File: src/rtl/pipe_stage_reg.sv
// pipe_stage_reg: generic inter-stage pipeline register for the 5-stage MIPS core.
// Carries PC, write-back control, destination register, T_new and an opaque payload.
// Adds stall/hold, flush (bubble insertion), a valid bit, optional T_new countdown
// and a forwarding qualifier decoded from registered state.
// Optional feature macro: PIPE_STAGE_REG_PERF_EN (bubble/stall performance counters).
module pipe_stage_reg #(
  parameter int PAYLOAD_W         = 96,
  parameter int TNEW_W            = 2,
  parameter int TNEW_DEC          = 1,
  parameter int TNEW_DEC_ON_STALL = 0,
  parameter int FLUSH_KEEP_PC     = 0
) (
  input  logic                 clk,
  input  logic                 reset,
  input  logic                 stall_in,
  input  logic                 flush_in,
  input  logic                 valid_in,
  input  logic [31:0]          PC_in,
  input  logic [TNEW_W-1:0]    T_new_in,
  input  logic                 RegWrite_in,
  input  logic [4:0]           A3_in,
  input  logic [PAYLOAD_W-1:0] payload_in,
  output logic                 valid_out,
  output logic [31:0]          PC_out,
  output logic [TNEW_W-1:0]    T_new_out,
  output logic                 RegWrite_out,
  output logic [4:0]           A3_out,
  output logic [PAYLOAD_W-1:0] payload_out,
  output logic                 fwd_ok_out
`ifdef PIPE_STAGE_REG_PERF_EN
  ,
  output logic [31:0]          bubble_cnt_out,
  output logic [31:0]          stall_cnt_out
`endif
);

  logic                 r_valid;
  logic [31:0]          r_pc;
  logic [TNEW_W-1:0]    r_tnew;
  logic                 r_regwrite;
  logic [4:0]           r_a3;
  logic [PAYLOAD_W-1:0] r_payload;

  logic [TNEW_W-1:0]    w_tnew_in_dec;
  logic [TNEW_W-1:0]    w_tnew_out_dec;
  logic [TNEW_W-1:0]    w_tnew_load;
  logic                 w_regwrite_load;
  logic                 w_valid_next;

  // Saturating decrements: T_new never wraps below zero.
  assign w_tnew_in_dec   = (T_new_in == '0) ? '0 : T_new_in - TNEW_W'(1);
  assign w_tnew_out_dec  = (r_tnew == '0) ? '0 : r_tnew - TNEW_W'(1);
  assign w_tnew_load     = (TNEW_DEC != 0) ? w_tnew_in_dec : T_new_in;
  // Writes to $0 and from bubbles must never reach the register file.
  assign w_regwrite_load = RegWrite_in & valid_in & (A3_in != 5'd0);
  // Value valid_out will hold after this edge (used by the perf counters).
  assign w_valid_next    = flush_in ? 1'b0 : (stall_in ? r_valid : valid_in);

  // Stage register: reset > flush > stall > load.
  always_ff @(posedge clk) begin
    if (reset) begin
      r_valid    <= 1'b0;
      r_pc       <= '0;
      r_tnew     <= '0;
      r_regwrite <= 1'b0;
      r_a3       <= '0;
      r_payload  <= '0;
    end else if (flush_in) begin
      r_valid    <= 1'b0;
      r_pc       <= (FLUSH_KEEP_PC != 0) ? PC_in : 32'd0;
      r_tnew     <= '0;
      r_regwrite <= 1'b0;
      r_a3       <= '0;
      r_payload  <= '0;
    end else if (stall_in) begin
      if (TNEW_DEC_ON_STALL != 0) begin
        r_tnew <= w_tnew_out_dec;
      end
    end else begin
      r_valid    <= valid_in;
      r_pc       <= PC_in;
      r_tnew     <= w_tnew_load;
      r_regwrite <= w_regwrite_load;
      r_a3       <= valid_in ? A3_in : 5'd0;
      r_payload  <= payload_in;
    end
  end

  assign valid_out    = r_valid;
  assign PC_out       = r_pc;
  assign T_new_out    = r_tnew;
  assign RegWrite_out = r_regwrite;
  assign A3_out       = r_a3;
  assign payload_out  = r_payload;
  // Forwarding allowed only from a real, writing, non-$0 instruction whose result is ready.
  assign fwd_ok_out   = r_valid & r_regwrite & (r_a3 != 5'd0) & (r_tnew == '0);

`ifdef PIPE_STAGE_REG_PERF_EN
  logic [31:0] r_bubble_cnt;
  logic [31:0] r_stall_cnt;

  // Saturating counters of bubble-holding edges and true stall edges.
  always_ff @(posedge clk) begin
    if (reset) begin
      r_bubble_cnt <= '0;
      r_stall_cnt  <= '0;
    end else begin
      if (!w_valid_next && (r_bubble_cnt != 32'hFFFF_FFFF)) begin
        r_bubble_cnt <= r_bubble_cnt + 32'd1;
      end
      if (stall_in && !flush_in && (r_stall_cnt != 32'hFFFF_FFFF)) begin
        r_stall_cnt <= r_stall_cnt + 32'd1;
      end
    end
  end

  assign bubble_cnt_out = r_bubble_cnt;
  assign stall_cnt_out  = r_stall_cnt;
`endif

endmodule

File: config.mk
export PLATFORM = sky130hd
export DESIGN_NAME = pipe_stage_reg
export DESIGN_NICKNAME = d
export VERILOG_FILES = /design/src/rtl/pipe_stage_reg.sv
export SDC_FILE = /design/constraint.sdc
export NUM_CORES = 1
export LEC_CHECK = 0
export BUFFER_PORTS_ARGS = -buffer_cell sky130_fd_sc_hd__clkbuf_2
export CAP_MARGIN = 10
export CORE_UTILIZATION = 39
export CTS_CLUSTER_DIAMETER = 30
export DETAILED_ROUTE_END_ITERATION = 8
export PLACE_DENSITY = 0.75
export SLEW_MARGIN = 10
export SYNTH_ARGS = -nofsm -noshare
export SYNTH_HDL_FRONTEND = slang
export SYNTH_SLANG_ARGS = --single-unit
File: constraint.sdc
create_clock -name clk -period 1 [get_ports clk]
set_input_delay 0.25 -clock clk [delete_from_list [all_inputs] [get_ports clk]]
set_output_delay 0.25 -clock clk [all_outputs]
set_load 0.03 [all_outputs]
==> flow_metrics.env, run 1 <==
export IMPL_outcome="finished, violations left"
export IMPL_violations="setup timing"
export IMPL_numClockSinks=137
export IMPL_fin_crit_sh_pct=149
export IMPL_cts_tree="yes"
export IMPL_synthToLayoutAreaGrowth_pct=89.1
export IMPL_worstRegToRegCells=5
export IMPL_via_per_inst=4.78
export IMPL_netlist_area_mm2=0.00488
export IMPL_postRouteAntennaNets=0
export IMPL_die_x_um=114
export IMPL_total_leakage_power_nw=4.49
export IMPL_maxSlewHeadroom_pct=79.4
export IMPL_ys_types=19
export IMPL_ir_drop_mv=1.35
export IMPL_yosysWarnings=0
export IMPL_grt_first_pass_wirelength_um=23200
export IMPL_fin_total_pwr_w=0.0155
export IMPL_antenna_found_initial=0
export IMPL_die_height_um=114
export IMPL_crit_arrival_ns=1.24
export IMPL_synth_nets=594
export IMPL_crit_fanout=2
export IMPL_worst_setup_path_start_kind="flip-flop"
export IMPL_grt_max_degree=71
export IMPL_required_ns=0.75
export IMPL_postCtsHoldBufs=0
export IMPL_clock_skew_ns=0
export IMPL_syn_area_per_cell_um2=10.8
export IMPL_finalWirelength_um=16200
export IMPL_fin_nets=933
export IMPL_critical_path_class="reg2out"
export IMPL_track_usage_pct=23.6
export IMPL_first_iter_violations=205
export IMPL_drv_cap=0
export IMPL_setup_tns_ns=-19.23
export IMPL_min_path_cells=3
export IMPL_vias=4653
export IMPL_portBuffers=278
export IMPL_drt_pass1_iterations=5
export IMPL_grt_overflow_total=0
export IMPL_dp_slack_ns=-0.241
export IMPL_drive_above_1_share_pct=65.1
export IMPL_hold_viol=0
export IMPL_fin_crit_ns=1.49
export IMPL_clock_insertion_delay_worst_skew_ns=0.41
export IMPL_numCtsBuffers=17
export IMPL_finalSetupViolCount=139
export IMPL_ios=279
export IMPL_layout_setup_ws_ns=-0.486
export IMPL_grt_pass1_vias=4834
export IMPL_clk_pin_slew_ns=0.06
export IMPL_ys_seq_area_share_pct=56.1
export IMPL_diodes=0
export IMPL_hold_class="in2reg"
export IMPL_place_inst=900
export IMPL_timing_fmax_ghz=0.673
export IMPL_wl_per_cell_um=16.7
export IMPL_yosys_register_bits=137
export IMPL_htreeDepth=4
export IMPL_rsz0062_at_grt="true"
export IMPL_gp_congestion=0.790
export IMPL_power_density_mw_per_mm2=1680
export IMPL_dp_hpwl_um=9290
export IMPL_rows=40
export IMPL_crit_path_end_kind="output port"
export IMPL_clk_path_buf_depth=2
export IMPL_worstMarginPinSlew_ns=0.309
export IMPL_dieArea_mm2=0.0130
export IMPL_synthCells=453
export IMPL_stdcell_count=973
export IMPL_drv_slew=0
export IMPL_start_util_pct=40.3
export IMPL_core_area_mm2=0.0121
export IMPL_root_buffer="clkbuf_16"
export IMPL_drc_errors=0
[flip-flops by register name, indices dropped and copies added, names as in the netlist]
name          flops
PC_out           32
payload_out      96
A3_out            5
T_new_out         2
valid_out         1
RegWrite_out      1
[layer usage]
| metal | global-route usage [%] | share of wire, % |
|---|---|---|
| met5 | 0 | 0 |
| met4 | 14.0 | 4.1 |
| met3 | 7.07 | 6.8 |
| met2 | 45.9 | 55 |
| met1 | 21.2 | 34 |
[layout make-up]
class	instances	area, µm²
well taps	168	210
flip-flops and latches	137	2920
clock inverters	12	268
fillers	695	2870
clock buffers	20	457
repair buffers	351	3420
multi-input cells	285	1970
[report_power, final]
part / leakage, nW / internal [W] / total [W] / switching (W)
clock: 0.354 / 0.00531 / 0.00763 / 0.00232
combinational: 2.95 / 0.00106 / 0.00203 / 0.000968
sequential: 1.18 / 0.00567 / 0.00584 / 0.000166
total: 4.49 / 0.0120 / 0.0155 / 0.00345
[cells by family (layout without fill, tap and decap cells)]
| group | after synthesis | after routing | synth area share (%) |
|---|---|---|---|
| AO/OA/AOI/OAI | 10 | 10 | 1.36 |
| buffers and inverters | 31 | 383 | 4.43 |
| flip-flops | 137 | 137 | 56.1 |
| multiplexers | 128 | 128 | 26.2 |
| AND/OR/NAND/NOR | 147 | 147 | 11.8 |
[cells in the final DEF, fill, tap and decap left out, drive strengths merged, types with 2 or more instances in the layout]
cell	count
a21oi	4
a22oi	5
buf	211
bufinv	8
clkbuf	160
clkinv	4
dfxtp	137
mux2i	128
nand2	2
nor2	137
[path summary, 6_finish.rpt]
path	startpoint	to	slack [ns]
worst max-delay path	A3_out[4]	fwd_ok_out	-0.49
worst min-delay path	payload_in[13]	payload_out[13]	0.07
worst max register to register	A3_out[2]	A3_out[2]	-0.01
worst min register to register	payload_out[52]	payload_out[52]	0.52
[through the flow]
| stage | cell area, µm² | util (%) | hold WS (ns) |
|---|---|---|---|
| final | 9240 | 76.3 | 0.0715 |
| after global routing | 9240 | 76.3 | 0.0672 |
| after CTS | 8900 | 73.5 | 0.0554 |
| after detailed placement | 6590 | 54.4 | 0.487 |
| after global placement | 6590 | 54.4 | 0.475 |
| after floorplan | 5000 | - | 0.387 |
[critical path: stages (launching register included)]
cell and delay (ns):
dfxtp_2 0.33, nor3_2 0.17, buf_4 0.14, a21oi_4 0.05, buf_8 0.14
[synthesized netlist by cell type]
master | number | area, µm²
buf_4 | 12 | 90.1
or4_1 | 1 | 7.51
nor2b_1 | 1 | 6.26
buf_2 | 2 | 10.0
dfxtp_1 | 137 | 2740
a21oi_1 | 4 | 20.0
nand4bb_1 | 1 | 11.3
nor3_1 | 1 | 5.00
nand2_1 | 2 | 7.51
nor2_1 | 137 | 514
o2111ai_1 | 1 | 8.76
nand3_1 | 1 | 5.00
nand3b_1 | 1 | 7.51
clkbuf_1 | 10 | 37.5
a22oi_1 | 5 | 37.5
or2_1 | 1 | 6.26
mux2i_1 | 128 | 1280
nor3b_1 | 1 | 7.51
buf_6 | 7 | 78.8
[repair_timing]
action,in CTS,in global routing
pin swaps,2,3
resized for setup,416,143
setup endpoints to repair,138,138
cloned,0,0
buffers inserted,21,25
Note: power is estimated with default switching activity, not from simulation.
==> run 2: changes to the inputs <==
CORE_UTILIZATION = 44   (was 39)
PLACE_DENSITY = 0.8   (was 0.75)
clock period = 1.65 ns   (was 1 ns; I/O delays follow)
==> run 2 against run 1 <==
Against the previous run:
- the run still ends with setup timing left
- total power decreased by 48%
- non-clock buffer count is 60 lower
- clock skew unchanged
- critical endpoint unchanged
- largest power group unchanged
==> flow_metrics.env, run 2 (synthesis results as in run 1) <==
export IMPL_outcome="finished, violations left"
export IMPL_violations="setup timing"
export IMPL_core_area_mm2=0.0108
export IMPL_numClockSinks=137
export IMPL_setup_tns_ns=-0.0998
export IMPL_rows=38
export IMPL_dp_slack_ns=0.256
export IMPL_postCtsHoldBufs=0
export IMPL_clk_pin_slew_ns=0.06
export IMPL_clk_path_buf_depth=2
export IMPL_fin_crit_ns=1.75
export IMPL_crit_fanout=3
export IMPL_fin_crit_sh_pct=106
export IMPL_clock_insertion_delay_worst_skew_ns=0.51
export IMPL_clock_skew_ns=0
export IMPL_cts_tree="yes"
export IMPL_drv_cap=0
export IMPL_die_x_um=107
export IMPL_grt_first_pass_wirelength_um=18500
export IMPL_finalWirelength_um=12200
export IMPL_crit_path_end_kind="output port"
export IMPL_vias=4205
export IMPL_grt_max_degree=65
export IMPL_hold_ws_ns=0.131
export IMPL_utilization_pct=64.5
export IMPL_hold_class="in2reg"
export IMPL_worstMarginPinSlew_ns=0.308
export IMPL_numCtsBuffers=17
export IMPL_drc_errors=0
export IMPL_via_per_inst=4.75
export IMPL_r2r_end="A3_out[3]"
export IMPL_cp_slowest_cell="dfxtp_1"
export IMPL_dieArea_mm2=0.0115
export IMPL_gp_congestion=0.858
export IMPL_grt_pass1_vias=4026
export IMPL_wl_per_cell_um=13.8
export IMPL_grt_overflow_total=0
export IMPL_maxSlewHeadroom_pct=79.5
export IMPL_diodes=0
export IMPL_holdPathEnd="PC_out[27]"
export IMPL_worstRegToRegCells=2
export IMPL_slowest_delay_ns=0.33
export IMPL_root_buffer="clkbuf_8"
export IMPL_start_util_pct=45.1
export IMPL_first_iter_violations=152
export IMPL_seqCellArea_mm2=0.00275
export IMPL_required_ns=1.24
export IMPL_drt_pass1_iterations=4
export IMPL_hold_viol=0
export IMPL_layout_commonest_cell="clkbuf_2"
export IMPL_layout_common_cells="clkbuf_2 (276), nor2_1 (137), dfxtp_1 (135)"
export IMPL_hp_start="PC_in[27]"
export IMPL_antenna_found_initial=0
export IMPL_fin_nets=873
export IMPL_track_usage_pct=20.8
export IMPL_worst_setup_path_start_kind="flip-flop"
export IMPL_postRouteAntennaNets=0
export IMPL_total_leakage_power_nw=3.67
export IMPL_largest_reg_flops=96
export IMPL_crit_arrival_ns=1.34
export IMPL_min_path_cells=3
export IMPL_drive_above_1_share_pct=43.5
export IMPL_timing_fmax_ghz=0.572
export IMPL_die_height_um=107
export IMPL_rsz0062_at_grt="true"
export IMPL_drv_slew=0
export IMPL_fillerInstances=858
export IMPL_layout_setup_ws_ns=-0.0998
export IMPL_power_density_mw_per_mm2=1140
export IMPL_reg2reg_slack_ns=0.90
export IMPL_ir_drop_mv=0.828
export IMPL_ios=279
export IMPL_synthToLayoutAreaGrowth_pct=43.0
export IMPL_dp_hpwl_um=9190
export IMPL_path_cells="nor3_2 -> a21oi_1 -> buf_4"
export IMPL_portBuffers=278
export IMPL_critical_path_class="reg2out"
export IMPL_cpLargestDelayFamily="flip-flops"
export IMPL_htreeDepth=4
export IMPL_finalSetupViolCount=1
export IMPL_multi_input_area_mm2=0.00193
export IMPL_critical_path_buf_inv_count=1
export IMPL_reg2reg_from="A3_out[3]"
[run 2: cell count changes in the layout (fill, tap and decap cells not counted), moves of 2 or more]
cell       before  now
clkinv_4        2    0
buf_8         137    0
dfxtp_2       136    2
clkbuf_2      139  276
clkbuf_16      18   16
clkbuf_1        1    3
bufinv_16       8    2
dfxtp_1         0  135
buf_4          60    9
buf_6          10    1
clkbuf_8        2    5
clkinv_2        2    5
[run 2: final cells by class]
class	instances	area share [%]
Timing Repair Buffer	291	22.3
Tap cell	140	2.51
Sequential cell	137	39.3
Clock inverter	8	1.33
Multi-Input combinational cell	285	27.7
Clock buffer	24	6.88
[run 2: worst register-to-register path, cell delays in order, from the launching register on]
cell and delay, ns:
dfxtp_1 0.35, a22oi_1 0.22, nor2_1 0.06
[run 2: timing repair]
action | in CTS | in global routing
setup buffers | 1 | 0
resized for setup | 3 | 2
endpoints found under the setup margin | 1 | 1
pin swaps | 1 | 0
[run 2: per-stage QoR]
stage | instance area, µm² | std cells | power (W)
floorplan | 4880 | 453 | 0.00412
global placement | 6400 | 852 | 0.00443
detailed placement | 6400 | 852 | 0.00446
CTS | 6980 | 885 | 0.00807
global route | 6990 | 885 | 0.00828
finish | 6990 | 885 | 0.00798
[run 2: routing by layer]
| metal | up-vias | track usage, % | part of all wire (%) |
|---|---|---|---|
| li1 | 2070 | - | - |
| met1 | 1924 | 21.0 | 38 |
| met2 | 185 | 37.1 | 51 |
| met3 | 26 | 8.17 | 8.3 |
| met4 | 0 | 10.8 | 2.4 |
| met5 | - | 0 | 0 |
[run 2: report_power, final]
group | switching, W | leakage, nW | internal [W]
combinational | 0.000531 | 2.27 | 0.000384
sequential | 0.0000592 | 1.12 | 0.00342
clock | 0.00129 | 0.285 | 0.00230
[run 2: worst max-delay path by stage]
stage | from | end | cells after the start
3_5_place_dp | stall_in | payload_out[75] | 4
5_1_grt | A3_out[4] | fwd_ok_out | 3
6_report | A3_out[4] | fwd_ok_out | 3
4_1_cts | T_new_out[1] | fwd_ok_out | 3
2_1_floorplan | RegWrite_out | fwd_ok_out | 2
3_3_place_gp | A3_in[0] | RegWrite_out | 4
==> run 3: changes to the inputs <==
SETUP_SLACK_MARGIN = 0.15   (was default)
==> run 3 against run 2 <==
Against the previous run:
- the flow still finishes with violations (setup timing)
- clock power grew 9.2%
- core utilization is 5.1 points higher
- via count increased by 2.3%
- sequential share of layout area fell by 2.6 points
- global-route usage up 1.6 points
- worst setup slack lost 0.014 ns
- die area stayed put
- wire length is 9.1% higher
- clock skew did not move
- total power rose by 5.1%
- critical endpoint unchanged
- largest cell class unchanged
==> flow_metrics.env, run 3 (synthesis results as in run 1) <==
export IMPL_fin_crit_ns=1.76
export IMPL_portBuffers=278
export IMPL_pwr_share_comb_pct=11.7
export IMPL_clock_insertion_delay_worst_skew_ns=0.52
export IMPL_power_internal_w=0.00644
export IMPL_grt_first_pass_wirelength_um=19800
export IMPL_layout_setup_ws_ns=-0.114
export IMPL_hold_class="in2reg"
export IMPL_layout_common_cells="clkbuf_2 (141), nor2_1 (137), mux2i_1 (128)"
export IMPL_switching_power_w=0.00195
export IMPL_timing_fmax_ghz=0.567
export IMPL_grt_overflow_total=0
export IMPL_dp_hpwl_um=8710
export IMPL_hold_ws_ns=0.122
export IMPL_diodes=0
export IMPL_placed_area_mm2=0.00635
export IMPL_die_x_um=107
export IMPL_setup_tns_ns=-0.114
export IMPL_ios=279
export IMPL_dieArea_mm2=0.0115
export IMPL_crit_fanout=2
export IMPL_drv_slew=0
export IMPL_via_per_inst=4.88
export IMPL_hold_viol=0
export IMPL_track_usage_pct=22.4
export IMPL_clk_pin_slew_ns=0.06
export IMPL_outcome="finished, violations left"
export IMPL_numClockSinks=137
export IMPL_finalSetupViolCount=1
export IMPL_p_sw_share_pct=23.2
export IMPL_fin_nets=870
export IMPL_gp_congestion=0.890
export IMPL_core_area_mm2=0.0108
export IMPL_worstMarginPinSlew_ns=0.569
export IMPL_slowest_delay_ns=0.32
export IMPL_largest_reg_flops=96
export IMPL_wl_per_cell_um=15.1
export IMPL_cts_tree="yes"
export IMPL_fin_crit_sh_pct=107
export IMPL_crit_path_end_kind="output port"
export IMPL_layout_commonest_cell="clkbuf_2"
export IMPL_antenna_found_initial=0
export IMPL_clockPowerShare_pct=46.7
export IMPL_maxSlewHeadroom_pct=62.1
export IMPL_seqPwrFrac_pct=41.5
export IMPL_drive_above_1_share_pct=46.2
export IMPL_root_buffer="clkbuf_8"
export IMPL_fillerInstances=734
export IMPL_postRouteAntennaNets=0
export IMPL_worst_setup_path_start_kind="flip-flop"
export IMPL_start_util_pct=45.1
export IMPL_die_height_um=107
export IMPL_crit_arrival_ns=1.35
export IMPL_cp_slowest_cell="dfxtp_2"
export IMPL_drt_pass1_iterations=4
export IMPL_total_leakage_power_nw=3.83
export IMPL_finalWirelength_um=13300
export IMPL_numCtsBuffers=17
export IMPL_path_cells="nand4bb_1 -> a21oi_2 -> clkbuf_8"
export IMPL_first_iter_violations=232
export IMPL_postCtsHoldBufs=0
export IMPL_clock_skew_ns=0
export IMPL_clk_path_buf_depth=2
export IMPL_ir_drop_mv=0.793
export IMPL_grt_max_degree=137
export IMPL_synthToLayoutAreaGrowth_pct=54.5
export IMPL_drc_errors=0
export IMPL_rows=38
export IMPL_dp_slack_ns=0.207
export IMPL_violations="setup timing"
export IMPL_grt_pass1_vias=4312
export IMPL_fin_area_mm2=0.00754
export IMPL_vias=4302
export IMPL_drv_cap=0
export IMPL_utilization_pct=69.6
export IMPL_critical_path_class="reg2out"
export IMPL_rsz0062_at_grt="true"
export IMPL_htreeDepth=4
export IMPL_power_density_mw_per_mm2=1110
export IMPL_required_ns=1.24
-- run 3: critical path, delay by kind of cell, from the launching register on --
family	cells	cell delay, ns
compound gates	1	0.14
flops	1	0.32
buf+inv	1	0.17
simple gates	1	0.20
-- run 3: routing by layer --
layer	wire (µm)	global-route usage, %
met3	1080	7.93
met1	4760	21.4
met5	0	0
met2	6990	40.9
met4	493	13.9
-- run 3: power groups by stage --
stage / Clock, W / Sequential [W] / Combinational [W]
floorplan: 0 / 0.00375 / 0.000370
global placement: 0 / 0.00354 / 0.000879
detailed placement: 0 / 0.00355 / 0.000901
CTS: 0.00400 / 0.00348 / 0.000964
global route: 0.00412 / 0.00349 / 0.00105
finish: 0.00392 / 0.00348 / 0.000984
-- run 3: what timing repair did --
item                       CTS  global route
gates cloned                 0             0
setup buffers                2             1
setup endpoints to repair  101            95
pin swaps                    1             1
gates resized for setup    142           135
-- run 3: stage by stage --
| step | cells | power (W) |
|---|---|---|
| 3_5_place_dp | 847 | 0.00445 |
| 3_3_place_gp | 847 | 0.00442 |
| 5_1_grt | 882 | 0.00866 |
| 2_1_floorplan | 453 | 0.00412 |
| 4_1_cts | 881 | 0.00844 |
| 6_report | 882 | 0.00839 |
-- run 3: area by class of cell --
| type | instances | area [µm²] | share of cell area [%] |
|---|---|---|---|
| Tap cell | 140 | 175 | 2.32 |
| Sequential cell | 137 | 2770 | 36.7 |
| Clock inverter | 7 | 110 | 1.46 |
| Clock buffer | 25 | 514 | 6.82 |
| Timing Repair Buffer | 288 | 2040 | 27.0 |
| Multi-Input combinational cell | 285 | 1940 | 25.7 |
-- run 3: worst paths after layout --
check	startpoint	end	slack, ns	cells after the start
max	T_new_out[0]	fwd_ok_out	-0.11	3
min	PC_in[9]	PC_out[9]	0.12	3
max reg2reg	T_new_out[0]	T_new_out[0]	0.76	4
min reg2reg	payload_out[36]	payload_out[36]	0.49	2
